File: config.mk
export PLATFORM = sky130hd
export DESIGN_NAME = bitserial_alu_sequencer
export DESIGN_NICKNAME = d
export VERILOG_FILES = /design/src/rtl/bitserial_alu_sequencer.sv
export SDC_FILE = /design/constraint.sdc
export NUM_CORES = 1
export LEC_CHECK = 0
export BUFFER_PORTS_ARGS = -buffer_cell sky130_fd_sc_hd__buf_2
export CORE_MARGIN = 2
export CORE_UTILIZATION = 25
export DETAILED_ROUTE_END_ITERATION = 10
export HOLD_SLACK_MARGIN = 0.12
export MAX_ROUTING_LAYER = met4
export PLACE_DENSITY = 0.42
export SETUP_SLACK_MARGIN = 0.2
export SLEW_MARGIN = 5
export SYNTH_ARGS = -nofsm -noshare
export SYNTH_HDL_FRONTEND = slang
export SYNTH_SLANG_ARGS = --single-unit
File: constraint.sdc
create_clock -name clk -period 1.7 [get_ports clk]
set_input_delay 0.17 -clock clk [delete_from_list [all_inputs] [get_ports clk]]
set_output_delay 0.17 -clock clk [all_outputs]
set_load 0.01 [all_outputs]
File: src/rtl/bitserial_alu_sequencer.sv
// ---------------------------------------------------------------------------
// bitserial_alu_sequencer
//   Runs a shared 1-bit, eight-function logic unit over W-bit operands, one
//   bit per clock, LSB first. A command (op, a, b) is taken over a
//   valid/ready handshake. The block drives the unit's a/b/sel inputs and
//   shifts the unit's 1-bit answer into a result register. The assembled
//   W-bit word is then offered over a second valid/ready handshake.
//
//   Ports
//     clk, rst_n          clock (rising edge), async active-low reset
//     in_valid/in_ready   command handshake; op/a/b are sampled on accept
//     op[2:0]             0 NAND,1 AND,2 OR,3 NOR,4 XOR,5 XNOR,6/7 NOT a
//     a[W-1:0], b[W-1:0]  operands
//     alu_a/alu_b/alu_sel drive to the external function unit (0 outside RUN)
//     alu_out             combinational answer from the unit
//     out_valid/out_ready result handshake
//     result[W-1:0]       assembled result (0 outside DONE)
//     busy                high while an operation is in flight (RUN/DONE)
// ---------------------------------------------------------------------------
module bitserial_alu_sequencer #(
  parameter  int W  = 8,
  localparam int CW = $clog2(W)
) (
  input  logic         clk,
  input  logic         rst_n,
  input  logic         in_valid,
  output logic         in_ready,
  input  logic [2:0]   op,
  input  logic [W-1:0] a,
  input  logic [W-1:0] b,
  output logic         alu_a,
  output logic         alu_b,
  output logic [2:0]   alu_sel,
  input  logic         alu_out,
  output logic         out_valid,
  input  logic         out_ready,
  output logic [W-1:0] result,
  output logic         busy
);

  typedef enum logic [1:0] {S_IDLE, S_RUN, S_DONE} state_e;

  localparam logic [CW-1:0] CNT_LAST = CW'(W - 1);

  state_e        state_q, state_d;
  logic [W-1:0]  a_sh_q, b_sh_q, res_sh_q;
  logic [2:0]    op_q;
  logic [CW-1:0] cnt_q;

  logic load;      // command accepted this edge
  logic run;       // one bit processed this edge
  logic last_bit;  // this edge processes the MSB

  assign load     = (state_q == S_IDLE) && in_valid;
  assign run      = (state_q == S_RUN);
  assign last_bit = run && (cnt_q == CNT_LAST);

  // -------------------------------------------------------------------------
  // FSM: state register
  // -------------------------------------------------------------------------
  always_ff @(posedge clk or negedge rst_n) begin
    if (!rst_n) state_q <= S_IDLE;
    else        state_q <= state_d;
  end

  // -------------------------------------------------------------------------
  // FSM: next state
  // -------------------------------------------------------------------------
  always_comb begin
    state_d = state_q;
    case (state_q)
      S_IDLE:  if (in_valid)  state_d = S_RUN;
      S_RUN:   if (last_bit)  state_d = S_DONE;
      S_DONE:  if (out_ready) state_d = S_IDLE;
      default:                state_d = S_IDLE;
    endcase
  end

  // -------------------------------------------------------------------------
  // FSM: outputs. All are decoded from registered state only, so neither
  // ready nor valid has a combinational path from the opposite handshake.
  // -------------------------------------------------------------------------
  always_comb begin
    in_ready  = 1'b0;
    out_valid = 1'b0;
    busy      = 1'b0;
    alu_a     = 1'b0;
    alu_b     = 1'b0;
    alu_sel   = 3'd0;
    result    = '0;
    case (state_q)
      S_IDLE: in_ready = 1'b1;
      S_RUN: begin
        busy    = 1'b1;
        alu_a   = a_sh_q[0];
        alu_b   = b_sh_q[0];
        alu_sel = op_q;
      end
      S_DONE: begin
        busy      = 1'b1;
        out_valid = 1'b1;
        result    = res_sh_q;
      end
      default: in_ready = 1'b0;
    endcase
  end

  // -------------------------------------------------------------------------
  // Datapath. Operands shift right so bit 0 always feeds the unit; the
  // answer enters at the MSB so after W shifts the first (LSB) answer has
  // reached bit 0. Everything is frozen in IDLE (no load) and DONE.
  // -------------------------------------------------------------------------
  always_ff @(posedge clk or negedge rst_n) begin
    if (!rst_n) begin
      a_sh_q   <= '0;
      b_sh_q   <= '0;
      res_sh_q <= '0;
      op_q     <= 3'd0;
      cnt_q    <= '0;
    end else if (load) begin
      a_sh_q   <= a;
      b_sh_q   <= b;
      res_sh_q <= '0;
      op_q     <= op;
      cnt_q    <= '0;
    end else if (run) begin
      a_sh_q   <= {1'b0, a_sh_q[W-1:1]};
      b_sh_q   <= {1'b0, b_sh_q[W-1:1]};
      res_sh_q <= {alu_out, res_sh_q[W-1:1]};
      cnt_q    <= last_bit ? '0 : cnt_q + 1'b1;
    end
  end

endmodule
After elaboration in Yosys (flattened, before gate mapping)
Cells that the tools add are included.
{"block": "word_totals", "reg_bits": 32, "latchBits": 0, "ramBits": 0, "mem_bits_ro": 0, "wordCells": 39, "memories": 0}
{"block": "op_classes", "add_sub_neg": 1, "multipliers": 0, "div": 0, "order_cmp": 0, "eq_ne": 6, "shift": 0, "n_mux": 20, "bitwise": 0, "reduce_logical": 6}
{"cell": "two-way mux 8 bit", "count": 7}
{"cell": "two-way mux 3 bit", "count": 4}
{"cell": "two-way mux 2 bit", "count": 3}
{"cell": "case mux 2 bit (3 select lines)", "count": 1}
{"cell": "two-way mux 1 bit", "count": 5}
{"cell": "!= test 2 bit, second input constant", "count": 2}
{"cell": "adder 3 x 1 -> 3 bit, second input constant", "count": 1}
{"cell": "== test 3 bit, second input constant", "count": 1}
{"cell": "AND reduction 3 bit", "count": 1}
{"cell": "== test 2 x 1 -> 1 bit, second input constant", "count": 1}
{"cell": "== test 2 bit, second input constant", "count": 1}
{"cell": "logical AND 1 bit", "count": 2}
{"cell": "logical NOT 2 bit", "count": 1}
{"cell": "!= test 2 x 1 -> 1 bit, second input constant", "count": 1}
{"cell": "nonzero test 2 bit", "count": 1}
{"cell": "OR reduction 2 bit", "count": 1}

Depth between registers and ports, before layout
{"block": "depth", "depth_word": 5, "mapped_depth": 7, "depth_no_buf": 5}

Worst setup path after synthesis
OpenSTA, ideal clock, no wires.
{"block": "synth_timing", "path_type": "register to register", "startpoint": "register state_q[0]", "endpoint": "register state_q[0]", "setup_time_ns": 0.128, "t_arrival_ns": 1.349, "t_required_ns": 1.572, "path_slack_ns": 0.224, "stages_incl_launch_ff": 5, "period_less_slack_ns": 1.476, "cell_sequence": "dfrtp_1 > inv_1 > ha_1 > a221oi_2 > mux2_1"}
{"block": "synth_via", "elab_chain_len": 4, "elab_cells_between_ends": 9}
{"item": "from (decl)", "line": "45", "rtl": "state_e state_q, state_d;"}
{"item": "from (signal assigned)", "line": "63", "rtl": "else state_q <= state_d;"}
{"item": "== test 2 x 1 -> 1 bit", "line": "55, 71"}
{"item": "logical AND 1 bit", "line": "56", "rtl": "assign last_bit = run && (cnt_q == CNT_LAST);"}
{"item": "!= test 2 x 1 -> 1 bit (no source line)"}
{"item": "AND reduction 3 bit (no source line)"}
Parallel ways exist; a longest one is shown, timed or not.
A chain may end at the register's enable or synchronous reset.

Worst setup path in the final report
{"block": "layout_timing", "startpoint": "register state_q[1]", "endpoint": "output alu_sel[0]"}
{"block": "layout_via", "elab_chain_len": 2}
{"item": "== test 2 x 1 -> 1 bit", "line": "91", "rtl": "case (state_q)"}
{"item": "two-way mux 3 bit", "line": "91"}
{"item": "to (decl)", "line": "33", "rtl": "output logic [2:0] alu_sel,"}
No other way between the ends.

==> reports/results.ini <==
[sta]
post-route-period-util_pct = 90.1
hold_violations = 0
finalSetupTns_ns = 0
rsz0062_at_grt = true
worstMarginPinSlew_ns = 0.711
fin_skew_ns = 0.00393
period_minus_slack_ns = 1.53
fmax_mhz = 653
slew_viol_final = 0
setup_viol = 0
slew_headroom_pct = 52.6

[min_path]
hold_end = op_q[1]$_DFFE_PN0P_
min_path_type = input pin to register
whs_path_depth = 2
holdCritStartpoint = op[1]

[cells_and_area]
multi_input_comb_area_sq_um = 769
antenna_cells = 0
fin_area_sq_um = 2370
nFillCells = 621
syn_to_final_growth_pct = 50.3
final_nets = 242
drive_above_1_share_pct = 39.0
ff_latch_area_sq_um = 802

[clock_tree]
tritoncts = done
clk_pin_slew_ns = 0.06
cts_max_path_buffers = 2
cts_root_buf = clkbuf_8
clk_latency_ns = 0.28
htreeDepth = 2
cts_sinks = 32
cts_buffers = 5

[synthesis]
ys_async_sr_fraction_pct = 100
syn_nets = 172
netlist_area_sq_um = 1580
synth_edf_count = 0
yosysSeqAreaShare_pct = 50.8
ys_types = 17
synth.most_common_cell = dfrtp_1
ys_ff_latch = 32
netlist_instances = 142
synth_flop_cell = dfrtp_1
synth_area_leaders = dfrtp_1, mux2i_1, and2_1, o21ai_1, ha_1
syn_avg_cell_area_sq_um = 11.1
synth_top_area_share_pct = 50.8
yosys.area.top_type = dfrtp_1
synthTopCellsByCount = dfrtp_1, mux2i_1, nand2_1
yosysWarnings = 0

[critical_path]
crit_start = state_q[1]$_DFFE_PN0P_
cp_top_family = flip-flops
path_cells = inv_2 > ha_4 > buf_12 > and2_4 > buf_6
path_class = register to output pin
timing.rr.start = state_q[1]$_DFFE_PN0P_
endpoint_kind = output pin
cpPeakStageDelay_ns = 0.43
regToRegSetupSlack_ns = 0.18
cp-start-kind = register
path_buf_inv = 3
crit_required_ns = 1.53
arrival_ns = 1.36
reg2regPathDepth = 5
r2r-end = state_q[0]$_DFFE_PN0P_
critPathSlowestCell = dfrtp_1
cp_max_fo = 6

[drt]
wirelength_microns = 3460
viasPerCell = 4.30
initialDrtViolationCount = 29
firstDrtPassIters = 4
vias = 1237
drc = 0
routedWlPerCell_microns = 12.0
ant_nets = 0

[placement]
portBuffers = 39
placed_cell_area_sq_um = 1860
hpwl_microns = 2390
gp_congestion = 0.671

[power_and_ir_drop]
vdd_drop_max_mv = 0.528
power.density_nw_per_um2 = 1620
cellLeakagePower_nw = 1.13

[die]
die_h_microns = 83.4
start_util_pct = 26.3
die-area_sq_um = 6950
core_sq_um = 5990
die_w_microns = 83.4
rows = 28
pin_count = 40

[grt]
grt_pass1_wl_microns = 5770
grt_max_degree = 33
track_usage_pct = 10.6
globalRouteOverflowTotal = 0
grt_pass1_vias = 1256
antenna_found_initial = 0

[outcome]
status = finished, final reports clean

[flow_run]
maxCapViolCount = 0

through the flow:
| step | worst slack (ns) | total power (W) | hold WS, ns | utilization (%) | cells |
|---|---|---|---|---|---|
| 2_1_floorplan | 0.224 | 0.00237 | -0.126 | - | 142 |
| 3_3_place_gp | 0.195 | 0.00270 | 0.265 | 31.1 | 254 |
| 3_5_place_dp | 0.107 | 0.00278 | 0.276 | 31.1 | 254 |
| 4_1_cts | 0.158 | 0.00372 | 0.120 | 37.6 | 284 |
| 5_1_grt | 0.115 | 0.00414 | 0.123 | 39.5 | 288 |
| 6_report | 0.168 | 0.00384 | 0.129 | 39.5 | 288 |
cells in the final DEF, fill, tap and decap left out:
| master | Yosys | layout |
|---|---|---|
| ha_2 | 0 | 1 |
| nor2_1 | 11 | 11 |
| ha_1 | 6 | 3 |
| buf_6 | 2 | 14 |
| and2_1 | 14 | 2 |
| dfrtp_2 | 0 | 1 |
| clkbuf_1 | 0 | 2 |
| inv_1 | 4 | 2 |
| inv_2 | 0 | 2 |
| buf_4 | 3 | 8 |
| mux2i_1 | 24 | 24 |
| clkinv_1 | 1 | 1 |
| mux2_4 | 3 | 3 |
| and2_4 | 0 | 12 |
| dlygate4sd3_1 | 0 | 18 |
| nor2b_4 | 1 | 1 |
| o21ai_1 | 16 | 16 |
| buf_8 | 0 | 1 |
| a221oi_4 | 0 | 1 |
| nand2_1 | 18 | 18 |
| buf_12 | 0 | 2 |
| clkbuf_8 | 0 | 6 |
| dfrtp_1 | 32 | 31 |
| a22oi_2 | 0 | 1 |
| mux2_1 | 2 | 2 |
| buf_2 | 3 | 28 |
| ha_4 | 0 | 2 |
layer usage:
metal,track usage (%),share of wire (%)
met3,3.78,5.6
met2,17.2,50
met1,12.0,42
met4,4.02,1.6
met5,-,0
area by class of cell:
| type | instances | area share [%] |
|---|---|---|
| inverters | 5 | 0.793 |
| clock buffers | 8 | 3.81 |
| multi-input cells | 97 | 32.5 |
| well taps | 75 | 3.96 |
| flip-flops and latches | 32 | 33.9 |
| repair buffers | 71 | 25.1 |
cell families after synthesis:
family / Yosys count / share of synthesized area, %
AND/OR/NAND/NOR: 44 / 13.3
flip-flops: 32 / 50.8
multiplexers: 29 / 19.5
AO/OA/AOI/OAI: 18 / 6.51
buffers and inverters: 13 / 5.00
adder cells (fa/ha/maj): 6 / 4.77
power breakdown:
| group | switching [W] | total (W) | internal (W) |
|---|---|---|---|
| clock network | 0.000257 | 0.000587 | 0.000330 |
| registers | 0.000212 | 0.00131 | 0.00110 |
| logic | 0.000855 | 0.00194 | 0.00109 |
| total | 0.00132 | 0.00384 | 0.00251 |
state kept, by name, summed over array words and instances, names as in the netlist:
signal	cells
res_sh_q	8
state_q	2
b_sh_q	8
cnt_q	3
a_sh_q	8
op_q	3
how the worst max path moves through the flow:
stage	endpoint	cells after the start
3_5_place_dp	op_q[2]$_DFFE_PN0P_	4
5_1_grt	state_q[0]$_DFFE_PN0P_	5
3_3_place_gp	op_q[1]$_DFFE_PN0P_	4
6_report	alu_sel[0]	5
4_1_cts	result[2]	5
2_1_floorplan	state_q[0]$_DFFE_PN0P_	4
timing repair:
action                                 CTS  global route
gates cloned                             0             1
pin swaps                                2             2
hold buffers                            18             0
setup endpoints to repair               45            35
setup buffers                            4             3
endpoints found under the hold margin   49             0
resized for setup                       21            20
(Power assumes the default switching activity.)
